===== config.mk =====
export PLATFORM = sky130hd
export DESIGN_NAME = uart_tx_fifo
export DESIGN_NICKNAME = d
export VERILOG_FILES = /design/src/rtl/uart_tx_fifo_pkg.sv /design/src/rtl/uart_fifo_mem.sv /design/src/rtl/uart_tx_fifo.sv
export SDC_FILE = /design/constraint.sdc
export NUM_CORES = 1
export LEC_CHECK = 0
export ABC_AREA = 1
export BUFFER_PORTS_ARGS = -buffer_cell sky130_fd_sc_hd__buf_4
export CORE_ASPECT_RATIO = 0.9
export CORE_MARGIN = 1.5
export CORE_UTILIZATION = 30
export CTS_CLUSTER_DIAMETER = 60
export DETAILED_ROUTE_END_ITERATION = 10
export GPL_TIMING_DRIVEN = 0
export HOLD_SLACK_MARGIN = 0.06
export SYNTH_ARGS = -nofsm -noshare
export SYNTH_HDL_FRONTEND = slang
export SYNTH_SLANG_ARGS = --single-unit

===== constraint.sdc =====
create_clock -name clk_bus -period 2.67 [get_ports clk_bus]
set_input_delay 0.267 -clock clk_bus [delete_from_list [all_inputs] [get_ports clk_bus]]
set_output_delay 0.267 -clock clk_bus [all_outputs]
set_load 0.01 [all_outputs]

===== src/rtl/uart_tx_fifo_pkg.sv =====
// Shared definitions for the UART transmit buffer: data width and drain FSM states.
package uart_tx_fifo_pkg;

  localparam int unsigned UART_DATA_W = 8;

  typedef enum logic [1:0] {
    S_IDLE = 2'd0,
    S_REQ  = 2'd1,
    S_WAIT = 2'd2
  } drain_state_e;

endpackage : uart_tx_fifo_pkg


===== src/rtl/uart_fifo_mem.sv =====
// Register-array storage for the transmit FIFO: one synchronous write port, one asynchronous read port.
module uart_fifo_mem
  import uart_tx_fifo_pkg::*;
#(
  parameter int unsigned DEPTH_LOG2 = 4
) (
  input  logic                   clk_bus,
  input  logic                   we,
  input  logic [DEPTH_LOG2-1:0]  waddr,
  input  logic [UART_DATA_W-1:0] wdata,
  input  logic [DEPTH_LOG2-1:0]  raddr,
  output logic [UART_DATA_W-1:0] rdata_c
);

  localparam int unsigned DEPTH = 1 << DEPTH_LOG2;

  logic [UART_DATA_W-1:0] mem [DEPTH];

  // Storage is not reset; pointers alone define which entries are valid.
  always_ff @(posedge clk_bus) begin
    if (we) begin
      mem[waddr] <= wdata;
    end
  end

  assign rdata_c = mem[raddr];

endmodule : uart_fifo_mem


===== src/rtl/uart_tx_fifo.sv =====
// Bus-side transmit FIFO feeding the UART transmitter one byte per request/idle handshake.
module uart_tx_fifo
  import uart_tx_fifo_pkg::*;
#(
  parameter int unsigned DEPTH_LOG2 = 4
) (
  input  logic                   clk_bus,
  input  logic                   rst_n,
  input  logic                   wr_en,
  input  logic [UART_DATA_W-1:0] wr_data,
  input  logic                   flush,
  input  logic                   ovf_clr,
  output logic                   full,
  output logic                   empty,
  output logic [DEPTH_LOG2:0]    level,
  output logic                   overflow,
  output logic                   all_sent,
  output logic                   tx_request,
  output logic [UART_DATA_W-1:0] tx_data,
  input  logic                   tx_idle
);

  localparam int unsigned PW = DEPTH_LOG2 + 1;

  logic [PW-1:0]          wr_ptr;
  logic [PW-1:0]          rd_ptr;
  logic [UART_DATA_W-1:0] rd_byte_c;
  drain_state_e           state;
  logic                   push_c;
  logic                   pop_c;

  // Flags derived from the extra-bit pointers: equal means empty, MSB-only difference means full.
  assign empty    = (wr_ptr == rd_ptr);
  assign full     = (wr_ptr[PW-1] != rd_ptr[PW-1]) &&
                    (wr_ptr[PW-2:0] == rd_ptr[PW-2:0]);
  assign level    = wr_ptr - rd_ptr;
  assign all_sent = empty && (state == S_IDLE) && tx_idle;

  // Flush suppresses both sides; full is the pre-edge value so a pop cannot make room this cycle.
  assign push_c = wr_en && !full && !flush;
  assign pop_c  = (state == S_IDLE) && !empty && tx_idle && !flush;

  uart_fifo_mem #(
    .DEPTH_LOG2 (DEPTH_LOG2)
  ) u_mem (
    .clk_bus (clk_bus),
    .we      (push_c),
    .waddr   (wr_ptr[PW-2:0]),
    .wdata   (wr_data),
    .raddr   (rd_ptr[PW-2:0]),
    .rdata_c (rd_byte_c)
  );

  // Read/write pointers; flush returns both to zero.
  always_ff @(posedge clk_bus or negedge rst_n) begin
    if (!rst_n) begin
      wr_ptr <= '0;
      rd_ptr <= '0;
    end else if (flush) begin
      wr_ptr <= '0;
      rd_ptr <= '0;
    end else begin
      if (push_c) wr_ptr <= wr_ptr + PW'(1);
      if (pop_c)  rd_ptr <= rd_ptr + PW'(1);
    end
  end

  // Sticky overflow: a rejected write sets it and beats a simultaneous clear.
  always_ff @(posedge clk_bus or negedge rst_n) begin
    if (!rst_n) begin
      overflow <= 1'b0;
    end else if (wr_en && full && !flush) begin
      overflow <= 1'b1;
    end else if (ovf_clr) begin
      overflow <= 1'b0;
    end
  end

  // Drain FSM: one-cycle request, then wait for the transmitter to report idle again.
  always_ff @(posedge clk_bus or negedge rst_n) begin
    if (!rst_n) begin
      state      <= S_IDLE;
      tx_request <= 1'b0;
      tx_data    <= '0;
    end else begin
      tx_request <= 1'b0;
      case (state)
        S_IDLE: begin
          if (pop_c) begin
            tx_data    <= rd_byte_c;
            tx_request <= 1'b1;
            state      <= S_REQ;
          end
        end
        S_REQ: begin
          state <= S_WAIT;
        end
        S_WAIT: begin
          if (tx_idle) state <= S_IDLE;
        end
        default: begin
          state <= S_IDLE;
        end
      endcase
    end
  end

endmodule : uart_tx_fifo


==> metrics.txt <==
# TYPE chip_impl_metric gauge
chip_impl_info{name="run_status",value="completed"} 1
chip_impl_metric{name="track_usage",unit=""} 0.146
chip_impl_metric{name="detail_route.drc_violations",unit=""} 0
chip_impl_metric{name="maxSlewHeadroom",unit=""} 0.600
chip_impl_metric{name="leakagePower",unit="nW"} 3.42
chip_impl_metric{name="layout_min_cycle_time",unit="ns"} 2.48
chip_impl_metric{name="achievable_clock_frequency",unit="GHz"} 0.404
chip_impl_metric{name="synth.distinct_cells",unit=""} 28
chip_impl_metric{name="timing.final.crit_share",unit=""} 0.927
chip_impl_info{name="start_kind",value="flip-flop"} 1
chip_impl_metric{name="die-area",unit="sq mm"} 0.0231
chip_impl_info{name="cts_tree",value="done"} 1
chip_impl_info{name="yosysMostFrequentCell",value="sky130_fd_sc_hd__nand2_1"} 1
chip_impl_metric{name="detail_route.iter0.violations",unit=""} 390
chip_impl_metric{name="synthesis.area_per_instance",unit="sq um"} 10.2
chip_impl_metric{name="cts_buffers",unit=""} 17
chip_impl_metric{name="final-setup-viol-count",unit=""} 0
chip_impl_metric{name="finalMaxSlewViolations",unit=""} 0
chip_impl_metric{name="route.detailed.vias_per_inst",unit=""} 4.39
chip_impl_metric{name="pwr-share-seq",unit=""} 0.441
chip_impl_metric{name="switchingPower",unit="W"} 0.00172
chip_impl_metric{name="yosys_warnings",unit=""} 0
chip_impl_metric{name="final_antenna_net_count",unit=""} 0
chip_impl_metric{name="die_width",unit="um"} 160
chip_impl_metric{name="maximum_number_of_pins_on_one_net_before_global_route_repair",unit=""} 23
chip_impl_metric{name="post_route_cells_drive_above_1_share",unit=""} 0.176
chip_impl_metric{name="mappedNetlistNets",unit=""} 675
chip_impl_metric{name="synth_seq_cells",unit=""} 150
chip_impl_metric{name="drt_wl_total",unit="mm"} 15.8
chip_impl_info{name="critical_path.endpoint_type",value="flip-flop"} 1
chip_impl_metric{name="power.ir.vdd_worst",unit="mV"} 0.428
chip_impl_metric{name="final_routed_wire_length_divided_by_cell_count",unit="um"} 15.6
chip_impl_metric{name="synthCells",unit=""} 651
chip_impl_metric{name="post_syn_area",unit="sq mm"} 0.00667
chip_impl_metric{name="worst_slew_pin_slew",unit="ns"} 0.601
chip_impl_metric{name="worst-endpoint-arrival",unit="ns"} 2.57
chip_impl_info{name="post_synth_most_frequent_cells",value="sky130_fd_sc_hd__nand2_1 (232), sky130_fd_sc_hd__edfxtp_1 (128), sky130_fd_sc_hd__nand3_1 (80)"} 1
chip_impl_metric{name="pwr_density_cell",unit="mW/mm^2"} 755
chip_impl_metric{name="worst_setup_hold_path_clk_slew",unit="ns"} 0.06
chip_impl_metric{name="clock_power_share",unit=""} 0.370
chip_impl_metric{name="cp.required",unit="ns"} 2.77
chip_impl_metric{name="placementRows",unit=""} 51
chip_impl_metric{name="multi_input_area",unit="sq mm"} 0.00199
chip_impl_metric{name="p_comb_frac",unit=""} 0.189
chip_impl_info{name="worst-setup-path-type",value="reg -> reg"} 1
chip_impl_metric{name="final-hold-violation-count",unit=""} 0
chip_impl_metric{name="cts_sinks",unit=""} 150
chip_impl_info{name="netlist_top_cells_area",value="sky130_fd_sc_hd__edfxtp_1 (58%), sky130_fd_sc_hd__nand2_1 (13%), sky130_fd_sc_hd__dfrtp_1 (8.3%), sky130_fd_sc_hd__nand3_1 (6.0%), sky130_fd_sc_hd__inv_1 (4.3%)"} 1
chip_impl_metric{name="regArea",unit="sq mm"} 0.00439
chip_impl_metric{name="fp.dieH",unit="um"} 144
chip_impl_metric{name="synth_top_area_share",unit=""} 0.577
chip_impl_metric{name="vias",unit=""} 4440
chip_impl_metric{name="place.detailed.hpwl",unit="mm"} 10.7
chip_impl_metric{name="clk-insertion-delay-late",unit="ns"} 0.42
chip_impl_info{name="r2r_start",value="rd_ptr[1]$_DFFE_PN0P_"} 1
chip_impl_metric{name="fin_tns_setup",unit="ns"} 0
chip_impl_metric{name="synthArstFlopShare",unit=""} 0.147
chip_impl_metric{name="io_buffers",unit=""} 31
chip_impl_info{name="prevailing_post_synth_register_cell",value="sky130_fd_sc_hd__edfxtp_1"} 1
chip_impl_metric{name="timing.critical_path.fanout_max",unit=""} 16
chip_impl_metric{name="grt_antenna_before_repair",unit=""} 0
chip_impl_metric{name="utilization",unit=""} 0.374
chip_impl_metric{name="final_net_count",unit=""} 731
chip_impl_info{name="synth_largest_area_cell",value="sky130_fd_sc_hd__edfxtp_1"} 1
chip_impl_metric{name="floorplan.core_area",unit="sq mm"} 0.0217
chip_impl_metric{name="area_growth_synth_to_finish",unit="%"} 21.7
chip_impl_metric{name="clock_tree.buffer_depth",unit=""} 2
chip_impl_metric{name="cts.htree.levels",unit=""} 4
chip_impl_metric{name="antenna_diode_instance_count",unit=""} 0
chip_impl_metric{name="gp_congestion",unit=""} 0.844
chip_impl_metric{name="i_o_pin_total",unit=""} 32
chip_impl_info{name="hp-class",value="in -> reg"} 1
chip_impl_metric{name="timing.max_cap.violations",unit=""} 0
chip_impl_info{name="cts_root_buf",value="sky130_fd_sc_hd__clkbuf_16"} 1
chip_impl_info{name="rsz_0062_raised_after_global_routing",value="false"} 1
chip_impl_metric{name="nFillCells",unit=""} 2117
chip_impl_metric{name="cellInternalPower",unit="W"} 0.00441
chip_impl_info{name="worst_hold_startpoint",value="wr_en"} 1
chip_impl_metric{name="synth_enable_flop_cells",unit=""} 128
chip_impl_metric{name="drtPass1Iterations",unit=""} 5
chip_impl_metric{name="vias_in_the_first_global_route",unit=""} 4242
chip_impl_metric{name="clock_skew",unit="ns"} 0.00923
chip_impl_metric{name="global_route.overflow_total",unit=""} 0
chip_impl_metric{name="grt_first_pass_wirelength",unit="mm"} 24.6
chip_impl_metric{name="initial_core_util",unit=""} 0.307
chip_impl_metric{name="sw_frac_of_total",unit=""} 0.280
chip_impl_metric{name="synth_sequential_area_ratio",unit=""} 0.659
chip_impl_info{name="startpoint",value="rd_ptr[1]$_DFFE_PN0P_"} 1
final cells by class:
type                    count  share of cell area
plain buffers              22              0.0148
clock buffers              17              0.0524
clock inverters            15              0.0171
inverters                  83              0.0392
multi-input cells         394               0.245
flip-flops and latches    150               0.541
well taps                 291              0.0449
repair buffers             39              0.0447
kinds of logic after synthesis:
family / Yosys count / share of synthesized area
AND/OR/NAND/NOR: 352 / 0.222
flip-flops: 150 / 0.659
buffers and inverters: 107 / 0.0657
AO/OA/AOI/OAI: 24 / 0.0229
adder cells (fa/ha/maj): 10 / 0.0199
XOR/XNOR: 8 / 0.0105
critical path, stage by stage (launching register included):
cell and delay (ns):
sky130_fd_sc_hd__dfrtp_1 0.41, sky130_fd_sc_hd__clkbuf_4 0.24, sky130_fd_sc_hd__inv_6 0.10, sky130_fd_sc_hd__ha_1 0.32, sky130_fd_sc_hd__nand2_1 0.09, sky130_fd_sc_hd__nor2_2 0.05, sky130_fd_sc_hd__nand2_1 0.06, sky130_fd_sc_hd__nand2_1 0.17
sky130_fd_sc_hd__nor2_4 0.18, sky130_fd_sc_hd__buf_12 0.14, sky130_fd_sc_hd__nand2_4 0.11, sky130_fd_sc_hd__nor2_4 0.27
metrics by stage:
stage          cells  cell area, sq um  hold slack (ns)  total power, W  worst slack (ns)
3_5_place_dp     973              7260            0.182         0.00388            -0.548
5_1_grt         1011              8120            0.124         0.00640            0.0157
6_report        1011              8120            0.114         0.00613             0.194
2_1_floorplan    651              6670          -0.0286         0.00342             0.264
3_3_place_gp     973              7260            0.179         0.00387            -0.586
4_1_cts         1010              8070           0.0949         0.00616            0.0593
final timing paths:
path | end | slack (ns) | depth (start not counted)
min in group asynchronous | rd_ptr[4]$_DFFE_PN0P_ | 0.28 | 2
setup / recovery | u_mem.mem[12][3]$_DFFE_PP_ | 0.19 | 11
setup reg to reg | u_mem.mem[12][3]$_DFFE_PP_ | 0.19 | 11
max in group asynchronous | tx_data[3]$_DFFE_PN0P_ | 2.15 | 2
hold reg to reg | overflow$_DFFE_PN0P_ | 0.55 | 2
hold / removal | overflow$_DFFE_PN0P_ | 0.11 | 3
timing repair:
action                                 4_1_cts  5_1_grt
pin swaps                                    5        5
gates resized for setup                     39        7
endpoints found under the hold margin       24        0
gates cloned                                 0        0
setup endpoints to repair                  129      129
hold buffers                                 3        0
buffers inserted                             4        1
power groups by stage:
stage               clock [W]  combinational [W]  sequential (W)
global route          0.00240            0.00130         0.00271
detailed placement          0            0.00113         0.00275
CTS                   0.00231            0.00116         0.00270
finish                0.00227            0.00116         0.00270
floorplan                   0           0.000669         0.00275
global placement            0            0.00112         0.00275
flip-flops by register name, indices dropped and copies added (netlist names):
signal      cells
overflow        1
rd_ptr          5
state           2
tx_data         8
tx_request      1
u_mem.mem     128
wr_ptr          5
routing by layer:
metal / share of wire / track usage / vias up
met1: 0.50 / 0.203 / 2084
met4: 0.014 / 0.0566 / 0
met3: 0.044 / 0.0281 / 11
li1: - / - / 2233
met2: 0.45 / 0.224 / 112
met5: 0 / 0 / -
cell usage in the layout (no fill, tap or decap), types with 6 or more instances in the layout:
master	count
sky130_fd_sc_hd__nand2_1	228
sky130_fd_sc_hd__edfxtp_1	128
sky130_fd_sc_hd__nand3_1	80
sky130_fd_sc_hd__inv_1	77
sky130_fd_sc_hd__buf_4	31
sky130_fd_sc_hd__dfrtp_1	22
sky130_fd_sc_hd__nor2_4	17
sky130_fd_sc_hd__clkbuf_16	17
sky130_fd_sc_hd__buf_2	14
sky130_fd_sc_hd__o21ai_0	10
sky130_fd_sc_hd__nor2_2	9
sky130_fd_sc_hd__ha_1	9
sky130_fd_sc_hd__a21oi_2	8
sky130_fd_sc_hd__xor2_1	6
sky130_fd_sc_hd__clkinv_2	6
sky130_fd_sc_hd__clkbuf_1	6
sky130_fd_sc_hd__buf_12	6
Note: power is estimated with default switching activity, not from simulation.
